<file path="config.mk">
export PLATFORM = sky130hd
export DESIGN_NAME = stall_control_unit
export DESIGN_NICKNAME = d
export VERILOG_FILES = /design/src/rtl/stall_control_unit.sv
export SDC_FILE = /design/constraint.sdc
export NUM_CORES = 1
export LEC_CHECK = 0
export ABC_AREA = 1
export CORE_ASPECT_RATIO = 0.7
export CORE_MARGIN = 8
export CORE_UTILIZATION = 54
export DETAILED_ROUTE_END_ITERATION = 12
export PLACE_DENSITY = 0.81
export SYNTH_ARGS = -nofsm -noshare
export SYNTH_HDL_FRONTEND = slang
export SYNTH_SLANG_ARGS = --single-unit
</file>
<file path="constraint.sdc">
create_clock -name clk -period 3.3 [get_ports clk]
set_clock_uncertainty 0.2 [all_clocks]
set_input_delay 0.825 -clock clk [delete_from_list [all_inputs] [get_ports clk]]
set_output_delay 0.825 -clock clk [all_outputs]
set_load 0.005 [all_outputs]
</file>
<file path="src/rtl/stall_control_unit.sv">
// stall_control_unit: pipeline freeze/flush/bubble control with saturating stall/flush counters
// and a sticky watchdog for runaway hazard or memory stalls.
module stall_control_unit #(
  parameter int CNT_W         = 16,
  parameter int MAX_HAZ_STALL = 3,
  parameter int MEM_TIMEOUT   = 64
) (
  input  logic             clk,
  input  logic             rst,
  input  logic             hazard_detected,
  input  logic             Branch_taken,
  input  logic             mem_req,
  input  logic             mem_ready,
  output logic             freeze_pc,
  output logic             freeze_if_id,
  output logic             flush_if_id,
  output logic             bubble_id_exe,
  output logic             freeze_pipe,
  output logic [CNT_W-1:0] stall_cycles,
  output logic [CNT_W-1:0] flush_count,
  output logic             watchdog_err
);
  localparam int HW = $clog2(MAX_HAZ_STALL + 1);
  localparam int MW = $clog2(MEM_TIMEOUT + 1);
  typedef enum logic [1:0] {RUN, HAZ_STALL, MEM_WAIT} state_t;
  state_t state_q, state_d;
  logic mem_wait, haz_stall, flush;
  logic [HW-1:0] haz_q, haz_d;
  logic [MW-1:0] mem_q, mem_d;
  logic [CNT_W-1:0] stall_q, stall_d, flush_q, flush_d;
  logic wd_q, wd_d;
  always_comb begin
    mem_wait      = mem_req & ~mem_ready;
    flush         = ~mem_wait & Branch_taken;
    haz_stall     = ~mem_wait & ~Branch_taken & hazard_detected;
    state_d       = mem_wait ? MEM_WAIT : haz_stall ? HAZ_STALL : RUN;
    freeze_pc     = ~rst & (mem_wait | haz_stall);
    freeze_if_id  = freeze_pc;
    freeze_pipe   = ~rst & mem_wait;
    flush_if_id   = ~rst & flush;
    bubble_id_exe = ~rst & (flush | haz_stall);
    // hazard run survives a memory wait so a stall split by the wait still trips the watchdog
    haz_d   = haz_stall ? (haz_q == HW'(MAX_HAZ_STALL) ? haz_q : haz_q + HW'(1)) :
              mem_wait  ? haz_q : '0;
    mem_d   = !mem_wait ? '0 : state_q != MEM_WAIT ? MW'(1) :
              mem_q == MW'(MEM_TIMEOUT) ? mem_q : mem_q + MW'(1);
    wd_d    = wd_q | (haz_stall & (haz_d >= HW'(MAX_HAZ_STALL))) |
              (mem_wait & (mem_d >= MW'(MEM_TIMEOUT)));
    stall_d = (freeze_pc && stall_q != '1) ? stall_q + CNT_W'(1) : stall_q;
    flush_d = (flush_if_id && flush_q != '1) ? flush_q + CNT_W'(1) : flush_q;
  end
  always_ff @(posedge clk or posedge rst) begin
    if (rst) begin
      state_q <= RUN;
      haz_q   <= '0;
      mem_q   <= '0;
      stall_q <= '0;
      flush_q <= '0;
      wd_q    <= 1'b0;
    end else begin
      state_q <= state_d;
      haz_q   <= haz_d;
      mem_q   <= mem_d;
      stall_q <= stall_d;
      flush_q <= flush_d;
      wd_q    <= wd_d;
    end
  end
  assign stall_cycles = stall_q;
  assign flush_count  = flush_q;
  assign watchdog_err = wd_q;
endmodule
</file>
## After elaboration in Yosys (flattened, before gate mapping)

Index checks and enable logic that the tools add are counted.

| storage, ports and cells | value |
|---|---|
| bits in registers | 44 |
| word-level logic and storage cells | 45 |
| input bits | 6 |
| output and inout bits | 38 |

| cells by class | value |
|---|---|
| add/sub/neg operators | 4 |
| bitwise operators | 18 |
| order comparisons | 2 |
| eq/ne operators | 5 |
| multiplexer cells | 8 |
| reduce and logical (&&, ||, !) cells | 2 |

Operators by type and width:

| operator | count |
|---|---|
| adder 16 x 1 -> 16 bit (second input constant) | 2 |
| inequality test 16 bit (second input constant) | 2 |
| 2-to-1 mux 7 bit | 3 |
| bitwise AND 1 bit | 10 |
| 2-to-1 mux 2 bit | 4 |
| adder 7 x 1 -> 7 bit (second input constant) | 1 |
| equality test 7 bit (second input constant) | 1 |
| >= comparator 7 bit (second input constant) | 1 |
| NOT 1 bit | 4 |
| bitwise OR 1 bit | 4 |
| adder 2 x 1 -> 2 bit (second input constant) | 1 |
| equality test 2 bit (second input constant) | 1 |
| >= comparator 2 bit (second input constant) | 1 |
| logical AND 1 bit | 2 |
| inequality test 2 bit (second input constant) | 1 |
| 2-to-1 mux 1 bit | 1 |

## Logic depth before layout (Yosys ltp)

Gate-level depths: netlist of run 1.

| logic depth | value |
|---|---|
| depth in word-level cells | 10 |
| mapped depth | 11 |
| depth with buffers taken out | 10 |

## Worst setup path after synthesis of run 1

No wires, ideal clock.

| timing path | value |
|---|---|
| kind | input to output |
| start point | input rst |
| end point | output freeze_pc |
| path slack | 0.048 ns |
| stages | 4 |
| buffers on the path | 1 |
| required time | 2.275 ns |
| arrival time | 2.227 ns |
| cell sequence | inv_1 > nand2_1 > inv_1 > buf_4 |

| on the way | value |
|---|---|
| word-level cells in the longest chain between the ends | 2 |

RTL lines:

| item | line | source |
|---|---|---|
| start: declaration | 9 | `input logic rst,` |
| NOT 1 bit | 37 | `freeze_pc = ~rst & (mem_wait \| haz_stall);` |
| bitwise AND 1 bit | 37 |  |
| end: declaration | 14 | `output logic freeze_pc,` |

Every way passes these cells.

## Final worst setup path of run 1

| timing path | value |
|---|---|
| start point | input mem_ready |
| end point | output flush_if_id |

| on the way | value |
|---|---|
| word-level cells in the longest chain between the ends | 5 |

RTL lines:

| item | line | source |
|---|---|---|
| start: declaration | 13 | `input logic mem_ready,` |
| NOT 1 bit | 33 | `mem_wait = mem_req & ~mem_ready;` |
| bitwise AND 1 bit | 33 |  |
| NOT 1 bit | 34 | `flush = ~mem_wait & Branch_taken;` |
| bitwise AND 1 bit | 34 |  |
| bitwise AND 1 bit | 40 | `flush_if_id = ~rst & flush;` |
| end: declaration | 16 | `output logic flush_if_id,` |

Every way passes these cells.

==> summary.md, run 1 <==
| Metric | Value |
|---|---|
| Run status | complete, no violations |
| Sw power | 463.8 uW |
| Data required, critical path | 2.27 ns |
| Sw Share | about a third |
| Syn Nets | 384 |
| All-Layer GR Usage | 16.84% |
| Leak pwr | 0.001587 uW |
| # DRC | 0 |
| Critical Path, Cell by Cell | clkdlybuf4s50_1 > inv_1 > nand2_4 > nand3_1 > inv_1 > clkdlybuf4s50_1 |
| WL per Instance | 12.28 um |
| Number of synthesized flops with an enable pin | 0 |
| Htree depth | 2 |
| Die Span Y | 75.01 um |
| Max cap viols | 0 |
| Clock Pin Slew Worst Setup and Hold Paths | 0.08 ns |
| Vias in the first global route | 2281 |
| Detail Placement HPWL | between 4000 and 5000 um |
| Diode count | 0 |
| Crit share post-route | 95.13% |
| RSZ-0062 raised after global routing | no |
| Gate power share | 26.7% |
| Hold-fix buffer count after cts | 0 |
| First-pass GRT wire length | 10180 um |
| GR Util met2 | about 26% |
| Final Hold Vio Count | 0 |
| Inserted Clock Buffers | 5 |
| FF+latch count, synth | 44 |
| Fin. max-slew vios | 0 |
| CP Launch Type | input port |
| Vias | ~2500 |
| Crit path kind | in2out |
| Yosys top cell by area | dfrtp_1 |
| Max stage delay on crit path | 0.50 ns |
| Sequential area share after synthesis | 40.99% |
| Setup Viol. Count Final | 0 |
| Cell area after synthesis | 0.002686 mm^2 |
| Seq pwr share | about half |
| WL final | between 6000 and 7000 um |
| FP Rows | 21 |
| Clk root buf | clkbuf_8 |
| Post-DRT Antenna Nets | 0 |
| Syn. warnings | 0 |
| Peak supply drop | 0.4263 mV |
| Synth area leaders | dfrtp_1, nand2_1, inv_1, nor2_1, nand3_1 |
| 1st-iter DRT viols | about 130 |
| GRT busiest layer | met2 |
| Minimum clock period | ~3.1 ns |
| Crit path arrival time | 2.11 ns |
| Initial antenna violation count | 0 |
| Clock Path Buffers | 2 |
| Power Internal | 987.1 uW |
| Clock tree sinks | 44 |
| Fillers | ~410 |
| Post-CTS Setup Bufs | 0 |
| Worst skew pair latency | 0.30 ns |
| Nets | roughly 440 |
| Mapped Avg Cell Area | 7.183 um^2 |
| Netlist cell types | 27 |
| Worst setup EP type | output port |
| Starting Density | 56.17% |
| P per Cell Area | 439.1 mW/mm^2 |
| Crit-path max FO | 6 |
| Met3 Use GR | 4.432% |
| Ys async rst share | between 90% and 100% |
| Buffers on Ports | 43 |
| Area grow syn2layout | 23.01% |
| Slew margin rel. | 68.61% |
| Slowest stage cell, crit path | clkdlybuf4s50_1 |
| Hold Crit Class | reg2reg |
| TritonCTS clock tree | yes |
| Primary FF master, synth | dfrtp_1 |
| Fmax | 318.6 MHz |
| Setup TNS | 0 ns |
| Core region area | 0.004782 mm^2 |
| Gr ovfl total | 0 |
| M1 GR Usage | a little under a quarter |
| DR vias/cell | 5.014 |
| Largest net degree at the start of global routing | 36 |
| Total die area | 0.007524 mm^2 |
| Routability Congestion | 0.8391 |
| Clock group share of total power | 24.2% |
| Proportion of layout cells with a drive suffix above 1 | 10.33% |
| Post-layout util | around 70% |
| Die X | 100.3 um |
| Synth top area share | 40.99% |
| Post-Synthesis Cells | 374 |
| Resized cells post-CTS | 0 |
| Pin slew with the least headroom to its limit | roughly 0.47 ns |
| Drt pass-1 iters | 4 |
| Io pins | 44 |
-- per-layer routing --
metal / routed length, um / up-vias
met5: 0 / -
met3: 425 / 9
li1: - / 1259
met1: 3079 / 1135
met2: 2505 / 79
met4: 67 / 0
-- cells in the final DEF (no fill, tap or decap), drive strengths merged, types with 4 or more instances in the layout --
cell           synthesis  final
o21ai                 19     19
nand3                 20     20
buf                    5      6
nand2                163    163
xnor2                  8      8
clkdlybuf4s50          0     41
inv                   43     42
xor2                   7      7
nand4                  9      9
dfrtp                 44     44
ha                     4      4
nor2                  42     42
clkbuf                 0      7
-- power groups by stage --
stage,clock network (uW),logic (uW),registers [uW]
after floorplan,0,200,705
after global placement,0,379,718
after detailed placement,0,392,719
after CTS,360,394,712
after global routing,383,431,727
final,351,388,713
-- worst paths after layout --
check | slack (ns) | depth (start not counted) | endpoint | from
min in group asynchronous | 0.70 | 3 | flush_count[10] | rst
setup / recovery | 0.16 | 6 | flush_if_id | mem_ready
hold / removal | 0.29 | 2 | watchdog_err | watchdog_err
hold reg to reg | 0.29 | 2 | watchdog_err | watchdog_err
max in group asynchronous | 1.76 | 3 | stall_cycles[1] | rst
setup reg to reg | 1.24 | 9 | stall_cycles[3] | stall_cycles[0]
-- cell families after synthesis --
family	count (synthesis)	share of synthesized area (%)
simple gates	240	38.94
buf+inv	49	8.244
flops	44	40.99
compound gates	22	5.076
xor+xnor	15	4.891
fa+ha+maj	4	1.863
-- flip-flops by register name, summed over array words and instances, names as in the netlist --
name,cells
flush_count,16
stall_cycles,16
mem_q,7
haz_q,2
state_q,2
watchdog_err,1
-- cell type report --
class | instances | area, um^2 | share of cell area, %
clock buffer | 7 | 86.33 | 2.613
clock inverter | 1 | 7.507 | 0.2272
inverter | 44 | 168.9 | 5.112
multi-input combinational | 281 | 1374 | 41.58
sequential | 44 | 1101 | 33.32
tap | 69 | 86.33 | 2.613
timing repair buffer | 49 | 480.5 | 14.54
-- per-stage QoR --
| stage | power [uW] | cell area, um^2 | worst slack (ns) | std cells | hold WS (ns) |
|---|---|---|---|---|---|
| finish | 1451 | 3304 | 0.1609 | 495 | 0.2852 |
| global route | 1541 | 3304 | 0.05841 | 495 | 0.3438 |
| CTS | 1467 | 3289 | 0.02783 | 495 | 0.2837 |
| detailed placement | 1111 | 3196 | 0.02789 | 487 | 0.2621 |
| global placement | 1098 | 3196 | 0.06472 | 487 | 0.2688 |
| floorplan | 905.1 | 2686 | 0.04828 | 374 | 0.2634 |
-- cells in the mapped netlist (5+ instances only) --
| master | instances |
|---|---|
| nand4_1 | 9 |
| o21ai_0 | 11 |
| nor2_1 | 35 |
| inv_1 | 39 |
| nand2_2 | 5 |
| xnor2_1 | 8 |
| nand3_1 | 18 |
| o21ai_2 | 7 |
| nor2_2 | 5 |
| dfrtp_1 | 44 |
| nand2_1 | 155 |
| xor2_1 | 7 |
-- critical path: cells and delay by family --
| kind | cells | cell delay, ns |
|---|---|---|
| AND/OR/NAND/NOR | 2 | 0.19 |
| buffers and inverters | 4 | 1.09 |
(Power assumes the default switching activity.)
==> run 2, diff against run 1 <==
--- a/config.mk
+++ b/config.mk
@@ -10,7 +10,7 @@
 export CORE_MARGIN = 8
 export CORE_UTILIZATION = 54
 export DETAILED_ROUTE_END_ITERATION = 12
-export PLACE_DENSITY = 0.81
+export PLACE_DENSITY = 0.9
 export SYNTH_ARGS = -nofsm -noshare
 export SYNTH_HDL_FRONTEND = slang
 export SYNTH_SLANG_ARGS = --single-unit
==> summary.md, run 2 (synthesis gave the netlist of run 1 again) <==
| Metric | Value |
|---|---|
| All-Layer GR Usage | 16.54% |
| Minimum clock period | 3.110 ns |
| Clock Path Buffers | 2 |
| Nets | 434 |
| Io pins | 44 |
| Post-DRT Antenna Nets | 0 |
| Run status | complete, no violations |
| 1st-iter DRT viols | between 100 and 150 |
| Vias in the first global route | 2236 |
| Die Span Y | 75.01 um |
| Commonest non-fill, non-tap cell in the layout | nand2_1 |
| Worst R2R Start | stall_cycles[0] |
| RSZ-0062 raised after global routing | no |
| Gr ovfl total | 0 |
| Setup Viol. Count Final | 0 |
| Worst setup EP type | output port |
| Crit share post-route | between 90% and 100% |
| Vias | around 2500 |
| Fmax | 321.5 MHz |
| Pin slew with the least headroom to its limit | 0.4920 ns |
| Diode count | 0 |
| Starting Density | 56.17% |
| FP Rows | 21 |
| Final Cell Area | approximately 0.0033 mm^2 |
| Crit path kind | in2out |
| TritonCTS clock tree | yes |
| Final Hold Vio Count | 0 |
| Initial antenna violation count | 0 |
| Most frequent cells in the layout | nand2_1, dfrtp_1, clkdlybuf4s50_1 |
| Crit-path max FO | 6 |
| Total die area | 0.007524 mm^2 |
| Clock tree sinks | 44 |
| Max cap viols | 0 |
| Die X | ~100 um |
| P per Cell Area | 437.9 mW/mm^2 |
| Placed instance area | 0.003188 mm^2 |
| Buffers on Ports | 43 |
| Leak pwr | 0.001587 uW |
| Clock Pin Slew Worst Setup and Hold Paths | 0.07 ns |
| CP Launch Type | input port |
| WL per Instance | 12.18 um |
| Post-CTS Setup Bufs | 0 |
| Data required, critical path | 2.27 ns |
| Clk root buf | clkbuf_8 |
| Worst skew pair latency | 0.30 ns |
| Hold Crit Class | reg2reg |
| # DRC | 0 |
| Proportion of layout cells with a drive suffix above 1 | 10.12% |
| Peak supply drop | about 0.33 mV |
| Crit path arrival time | 2.09 ns |
| Detail Placement HPWL | around 4500 um |
| Routability Congestion | 0.9008 |
| Drt pass-1 iters | 4 |
| Hold_sp | watchdog_err |
| Largest net degree at the start of global routing | 40 |
| Core region area | 0.004782 mm^2 |
| Post-layout util | between 60% and 70% |
| CP startpoint | mem_ready |
| Htree depth | 2 |
| First-pass GRT wire length | 9977 um |
| Slew margin rel. | 67.20% |
| WL final | 6017 um |
| Setup TNS | 0 ns |
| DR vias/cell | approximately 5 |
| Fin. max-slew vios | 0 |
| Area grow syn2layout | 22.31% |
| Inserted Clock Buffers | 5 |
| Hold-fix buffer count after cts | 0 |
run 2: cell count changes in the layout (fill, tap and decap cells not counted), sizes merged:
cell	change
clkinv	+2
buf	-1
clkbuf	-1
clkinvlp	-1
run 2: repair_timing:
item	CTS	global route
endpoints found under the setup margin	0	2
endpoints found under the hold margin	0	0
gates resized for setup	0	2
run 2: report_power, final:
part           leakage, uW  internal (uW)  total (uW)  switching (uW)
Clock            0.0000510            167         346             179
Combinational     0.000948            208         381             173
Sequential        0.000589            607         711             104
Total              0.00159            983        1440             456
run 2: per-layer routing:
| layer | up-vias | routed length (um) | GRT usage, % |
|---|---|---|---|
| met1 | 1121 | 2907 | 20.88 |
| met5 | - | 0 | 0 |
| li1 | 1254 | - | - |
| met3 | 5 | 370 | 3.878 |
| met4 | 0 | 40 | 4.833 |
| met2 | 74 | 2698 | 27.84 |
run 2: final timing paths:
check | endpoint | slack, ns | cells past startpoint
max | flush_if_id | 0.19 | 6
min | watchdog_err | 0.30 | 2
max reg2reg | stall_cycles[0] | 1.30 | 10
min reg2reg | watchdog_err | 0.30 | 2
max in group asynchronous | flush_count[14] | 1.70 | 3
min in group asynchronous | flush_count[12] | 0.69 | 3
run 2: layout make-up:
class	instances	area [um^2]
fill	397	1496
multi-input combinational	281	1364
sequential	44	1101
timing repair buffer	48	473.0
inverter	44	168.9
tap	69	86.33
clock buffer	6	82.58
clock inverter	2	10.01
run 2: stage by stage:
step / total power [uW] / worst slack, ns / std cells / hold slack, ns
final: 1439 / 0.1898 / 494 / 0.3014
after global routing: 1521 / 0.07060 / 494 / 0.3087
after CTS: 1454 / 0.01078 / 494 / 0.3100
after detailed placement: 1107 / 0.01464 / 486 / 0.2921
after global placement: 1090 / 0.06874 / 486 / 0.2581
after floorplan: 905.1 / 0.04828 / 374 / 0.2634
run 2: worst max-delay path, cell delays in order:
cell	delay [ns]
clkdlybuf4s50_1	0.45
inv_1	0.06
nand2_4	0.08
nand3_1	0.09
inv_1	0.08
clkdlybuf4s50_1	0.50
==> variant 1: new RTL, flow settings as in run 1 <==
`MAX_HAZ_STALL`: 3 -> 6.
--- a/src/rtl/stall_control_unit.sv
+++ b/src/rtl/stall_control_unit.sv
@@ -4,3 +4,3 @@
   parameter int CNT_W         = 16,
-  parameter int MAX_HAZ_STALL = 3,
+  parameter int MAX_HAZ_STALL = 6,
   parameter int MEM_TIMEOUT   = 64
Check against the original RTL: not equivalent (Yosys sat finds a counterexample within 4 cycles, from zero or initial values and one cycle with rst high).
==> variant 1 against run 1 <==
Routed wire length is 4.3% higher. Core utilization is 1.7 points lower. Sequential power increased by 3.8%. Power grew 5.2%. Non-clock buffer count rose by 5. Setup slack got worse by 0.071 ns. Final area rose by 4.4%. Largest power group unchanged. Highest routed layer unchanged. Combinational power is 10% higher. Sequential cell count is 1 higher. Hold slack better by 0.015 ns. Synthesized area up 4.3%. Die area is 3.5% higher. Synthesized cell count is 2.7% higher.
==> variant 1: results (changes against run 1) <==
| Metric | Value |
|---|---|
| Vias in the first global route | `2,274 (-0.31%)` |
| Post-synth ARST share | `1.000 (unchanged)` |
| Worst Tran Pin Value | `0.5937 ns (+0.1234 ns)` |
| First-pass GRT wire length | `10,380 µm (+1.9%)` |
| Placer Congestion | `0.8372 (-0.23%)` |
| Post-Layout Cell Count | `512 (+3.4%)` |
| Post-synth net total | `396 (+3.1%)` |
| Sw Share | `0.3318 (+0.01216)` |
| Met2 usage in global routing | `0.2369 (-0.01863)` |
| Hold Crit Start | `watchdog_err$_DFF_PP0_` |
| Worst reg2reg path depth | `9 (unchanged)` |
| Total Routing Usage GR | `0.1639 (-0.004455)` |
| Dpl cells | `502 (+3.1%)` |
| Post-synthesis sequential area ratio | `0.4018 (-0.008089)` |
| Initial DRC count | `94 (-29%)` |
| Syn Inst Count | `384 (+2.7%)` |
| Synth area leaders | `dfrtp_1 (40%), nand2_1 (20%), nor2_1 (5.6%), inv_1 (5.1%), nand3_1 (3.9%)` |
| Htree depth | `2 (unchanged)` |
| Final wirelength | `6340 µm (+4.3%)` |
| Yosys warnings | `0 (unchanged)` |
| GR Util met1 | `0.2281 (+0.0002529)` |
| Detailed placement HPWL | `4712 µm (+2.1%)` |
| Largest net degree at the start of global routing | `46 (+28%)` |
| Antenna Cells | `0 (unchanged)` |
| Clock-pin transition on the worst setup and hold timing paths | `0.08 ns (about the same)` |
| Critical path capture point | `bubble_id_exe` |
| LEAKAGE | `1.617 nW (+1.9%)` |
| Total Nets Final | `452 (+3.9%)` |
| Final worst slack | `0.09025 ns (-0.07062 ns)` |
| Fillers | `442 (+7.0%)` |
| Crit-path max cell delay | `0.52 ns (+0.02 ns)` |
| Place WS | `0.004087 ns (-0.02380 ns)` |
| Top post-synthesis cells by count | `nand2_1 (149), dfrtp_1 (45), nor2_1 (42)` |
| Grt met3 use | `0.03741 (-0.006913)` |
| Crit Reg-Reg Endpoint | `stall_cycles[11]$_DFFE_PP0P_` |
| Status | `completed` |
| Worst Setup SP | `mem_ready` |
| Placed cell area | `3334 µm² (+4.3%)` |
| Flop2flop setup slack | `1.32 ns (+0.08 ns)` |
| Netlist cell types | `27 (unchanged)` |
| Peak supply drop | `0.3252 mV (-24%)` |
| Crit path DAT | `2.18 ns (+0.07 ns)` |
| Share of cells above drive strength 1 | `0.1159 (+0.01262)` |
| Vias | `2,548 (+2.7%)` |
[variant 1: cell types whose count changed in the layout (fill, tap and decap cells not counted), sizes merged, moves of 3 or more]
cell and change:
nor2 +7, buf +5, nand2 -3, nand3 +4
[variant 1: through the flow]
step | hold WS [ns] | utilization
after global routing | 0.3122 | 0.6735
final | 0.3003 | 0.6735
after detailed placement | 0.2819 | 0.6513
after CTS | 0.3057 | 0.6681
after floorplan | 0.2629 | -
after global placement | 0.2826 | 0.6513
[variant 1: area by class of cell]
cell class | count | share of cell area
flip-flops and latches | 45 | 0.3266
well taps | 72 | 0.02612
clock buffers | 7 | 0.02504
multi-input cells | 292 | 0.4245
inverters | 42 | 0.04753
repair buffers | 54 | 0.1502
[variant 1: logic make-up after synthesis]
group	share of synthesized area
and+or+nand+nor	0.3991
buffers and inverters	0.07589
DFF	0.4018
AOI/OAI and AO/OA	0.04643
xor gates and xnor gates	0.05000
adders and majority gates	0.02679
[variant 1: metal layers]
metal | vias to the layer above | share of wire
li1 | 1313 | -
met1 | 1171 | 0.50
met2 | 57 | 0.44
met3 | 7 | 0.055
met4 | 0 | 0.011
met5 | - | 0
[variant 1: power by group through the flow]
stage                     Clock, mW  Sequential (mW)  Combinational [mW]
final                         0.360            0.740               0.427
after global routing          0.378            0.755               0.475
after CTS                     0.361            0.739               0.433
after detailed placement          0            0.750               0.429
after global placement            0            0.747               0.413
after floorplan                   0            0.732               0.222
[variant 1: how the worst min path moves through the flow]
stage	end	cells past startpoint
finish	watchdog_err$_DFF_PP0_	1
global route	watchdog_err$_DFF_PP0_	1
CTS	watchdog_err$_DFF_PP0_	1
detailed placement	watchdog_err$_DFF_PP0_	1
global placement	watchdog_err$_DFF_PP0_	1
floorplan	watchdog_err$_DFF_PP0_	1
[variant 1: timing repair]
| item | CTS | global route |
|---|---|---|
| hold buffers | 0 | 0 |
| gates resized for setup | 0 | 2 |
| endpoints found under the setup margin | 0 | 2 |
| buffers inserted | 0 | 3 |
| endpoints found under the hold margin | 0 | 0 |
[variant 1: critical path, delay by kind of cell]
kind / cells / cell delay (ns)
compound gates: 1 / 0.09
buf+inv: 3 / 1.07
simple gates: 2 / 0.20
==> variant 2: new RTL, settings of run 1 <==
Made on the original files. Re-encode `state_t` (3 states) as one-hot, 3 bits wide.
--- a/src/rtl/stall_control_unit.sv
+++ b/src/rtl/stall_control_unit.sv
@@ -24,3 +24,3 @@
   localparam int MW = $clog2(MEM_TIMEOUT + 1);
-  typedef enum logic [1:0] {RUN, HAZ_STALL, MEM_WAIT} state_t;
+  typedef enum logic [2:0] {RUN = 3'b001, HAZ_STALL = 3'b010, MEM_WAIT = 3'b100} state_t;
   state_t state_q, state_d;
Function: no difference found for any inputs over 10 cycles, from zero or initial values and one cycle with rst high; not proved beyond that.
==> variant 2 against run 1 <==
Final area about the same. Synthesized area is 0.28% lower. Routed wire length rose by 2.3%. Setup slack got worse by 0.0012 ns. Combinational power up 9.3%. Fmax hardly changed. Global-route usage grew 0.24 points. Sequential cell count up 1. Hold slack worse by 0.0054 ns. Register-to-register slack got worse by 0.04 ns. Power up 3.5%.
==> variant 2: results (changes against run 1) <==
| Metric | Value |
|---|---|
| First-pass GRT wire length | `10,410 µm (+2.2%)` |
| Crit Reg-Reg Endpoint | `flush_count[15]$_DFFE_PP0P_` |
| Ys flop type | `dfrtp_1` |
| Dpl cells | `493 (+1.2%)` |
| Post-layout util | `0.6907 (about the same)` |
| Hold Crit Start | `watchdog_err$_DFF_PP0_` |
| Share of cells above drive strength 1 | `0.08065 (-0.02264)` |
| Detailed placement HPWL | `4585 µm (-0.64%)` |
| Syn Inst Count | `380 (+1.6%)` |
| Status | `completed` |
| CTS hold repair buffers | `0 (unchanged)` |
| Critical path capture point | `bubble_id_exe` |
| Routed WL per cell | `12.36 µm (+0.68%)` |
| Fillers | `432 (+4.6%)` |
| LEAKAGE | `1.557 nW (-1.9%)` |
| Max FO, Critical Path | `5 (-1)` |
| Min-Delay Path Depth | `2 (unchanged)` |
| Clk buf depth | `2 (unchanged)` |
| CTS Buf Count | `5 (unchanged)` |
| Worst Hold Class | `reg -> reg` |
| Top post-synthesis cells by count | `nand2_1 (157), dfrtp_1 (44), inv_1 (42)` |
| Largest net degree at the start of global routing | `46 (+28%)` |
| Placed cell area | `3202 µm² (+0.20%)` |
| Antenna Cells | `0 (unchanged)` |
| Pre-antenna DRT Iters | `5 (+1)` |
| Place WS | `-0.08993 ns (-0.1178 ns)` |
| Final wirelength | `6217 µm (+2.3%)` |
| Htree depth | `2 (unchanged)` |
| Worst Setup SP | `mem_ready` |
| Placer Congestion | `0.8631 (+2.9%)` |
| Post-synth net total | `390 (+1.6%)` |
| Total Nets Final | `443 (+1.8%)` |
| Initial antenna violation count | `0 (unchanged)` |
| Post-synthesis sequential area ratio | `0.4208 (+0.01096)` |
| I/O Buffers | `43 (unchanged)` |
| Final hold slack | `0.2798 ns (-0.005433 ns)` |
| Netlist cell types | `29 (+7.4%)` |
| Final min period | `3.140 ns (+0.001234 ns)` |
| Most frequent cell after synthesis | `nand2_1` |
| Total Routing Usage GR | `0.1708 (+0.002381)` |
| Later-pin clock latency in the skew report | `0.29 ns` |
| Reg-to-Reg Start | `flush_count[0]$_DFFE_PP0P_` |
| Vias | `2,495 (+0.52%)` |
| Peak supply drop | `0.4170 mV (-2.2%)` |
| Initial DRC count | `157 (+18%)` |
| Clock-pin transition on the worst setup and hold timing paths | `0.08 ns (about the same)` |
| Worst Tran Pin Value | `0.5776 ns (+0.1073 ns)` |
| CTS root buf | `clkbuf_8` |
| Crit path DAT | `2.12 ns` |
| Worst reg2reg path depth | `8 (-1)` |
| Vias in the first global route | `2,301 (+0.88%)` |
| Flop2flop setup slack | `1.20 ns (-0.04 ns)` |
| Yosys warnings | `0 (unchanged)` |
| Synth area leaders | `dfrtp_1 (41%), nand2_1 (22%), inv_1 (5.9%), nor2_1 (5.5%), nand3_1 (3.4%)` |
| Worst Hold End | `watchdog_err$_DFF_PP0_` |
| Post-synth ARST share | `1.000 (unchanged)` |
| Number of flops mapped to enable cells by yosys | `0 (unchanged)` |
[variant 2: cell types whose count changed after synthesis, sizes merged]
cell and change:
dfstp +1, o22ai +1, nand3b -3, a21oi +1, nand3 -1, nor2 +3, o21ai +4, xor2 -2
inv +1, nor3 +1
[variant 2: repair_timing]
item	4_1_cts	5_1_grt
resized for setup	2	2
setup endpoints to repair	2	2
setup buffers	2	0
pin swaps	2	0
[variant 2: cell type report]
| class | instances | share of cell area |
|---|---|---|
| Clock buffer | 8 | 0.02424 |
| Inverter | 45 | 0.05341 |
| Multi-Input combinational cell | 285 | 0.4053 |
| Sequential cell | 45 | 0.3413 |
| Tap cell | 69 | 0.02614 |
| Timing Repair Buffer | 51 | 0.1496 |
[variant 2: cell families after synthesis]
logic type / Yosys count / share of synthesized area
AOI/OAI and AO/OA: 28 / 0.05699
buffers and inverters: 50 / 0.08033
adders and majority gates: 4 / 0.01868
DFF: 45 / 0.4208
and+or+nand+nor: 240 / 0.3807
xor gates and xnor gates: 13 / 0.04250
[variant 2: per-layer routing]
layer  global-route usage  up-vias  wire, µm
met1               0.2337     1139      3036
met5                    0        -         0
met2               0.2651       69      2712
li1                     -     1282         -
met3              0.04340        5       431
met4              0.04000        0        37
[variant 2: worst max-delay path: stages]
cell and delay, ns:
clkdlybuf4s50_1 0.46, inv_1 0.05, nand2_2 0.10, o21ai_0 0.09, nor2_1 0.08, clkdlybuf4s50_1 0.51
[variant 2: report_power, final]
part | leakage, nW | switching (mW) | total [mW] | internal [mW]
Sequential | 0.595 | 0.123 | 0.752 | 0.629
Clock | 0.0395 | 0.175 | 0.325 | 0.151
Combinational | 0.923 | 0.197 | 0.424 | 0.227
Total | 1.56 | 0.494 | 1.50 | 1.01
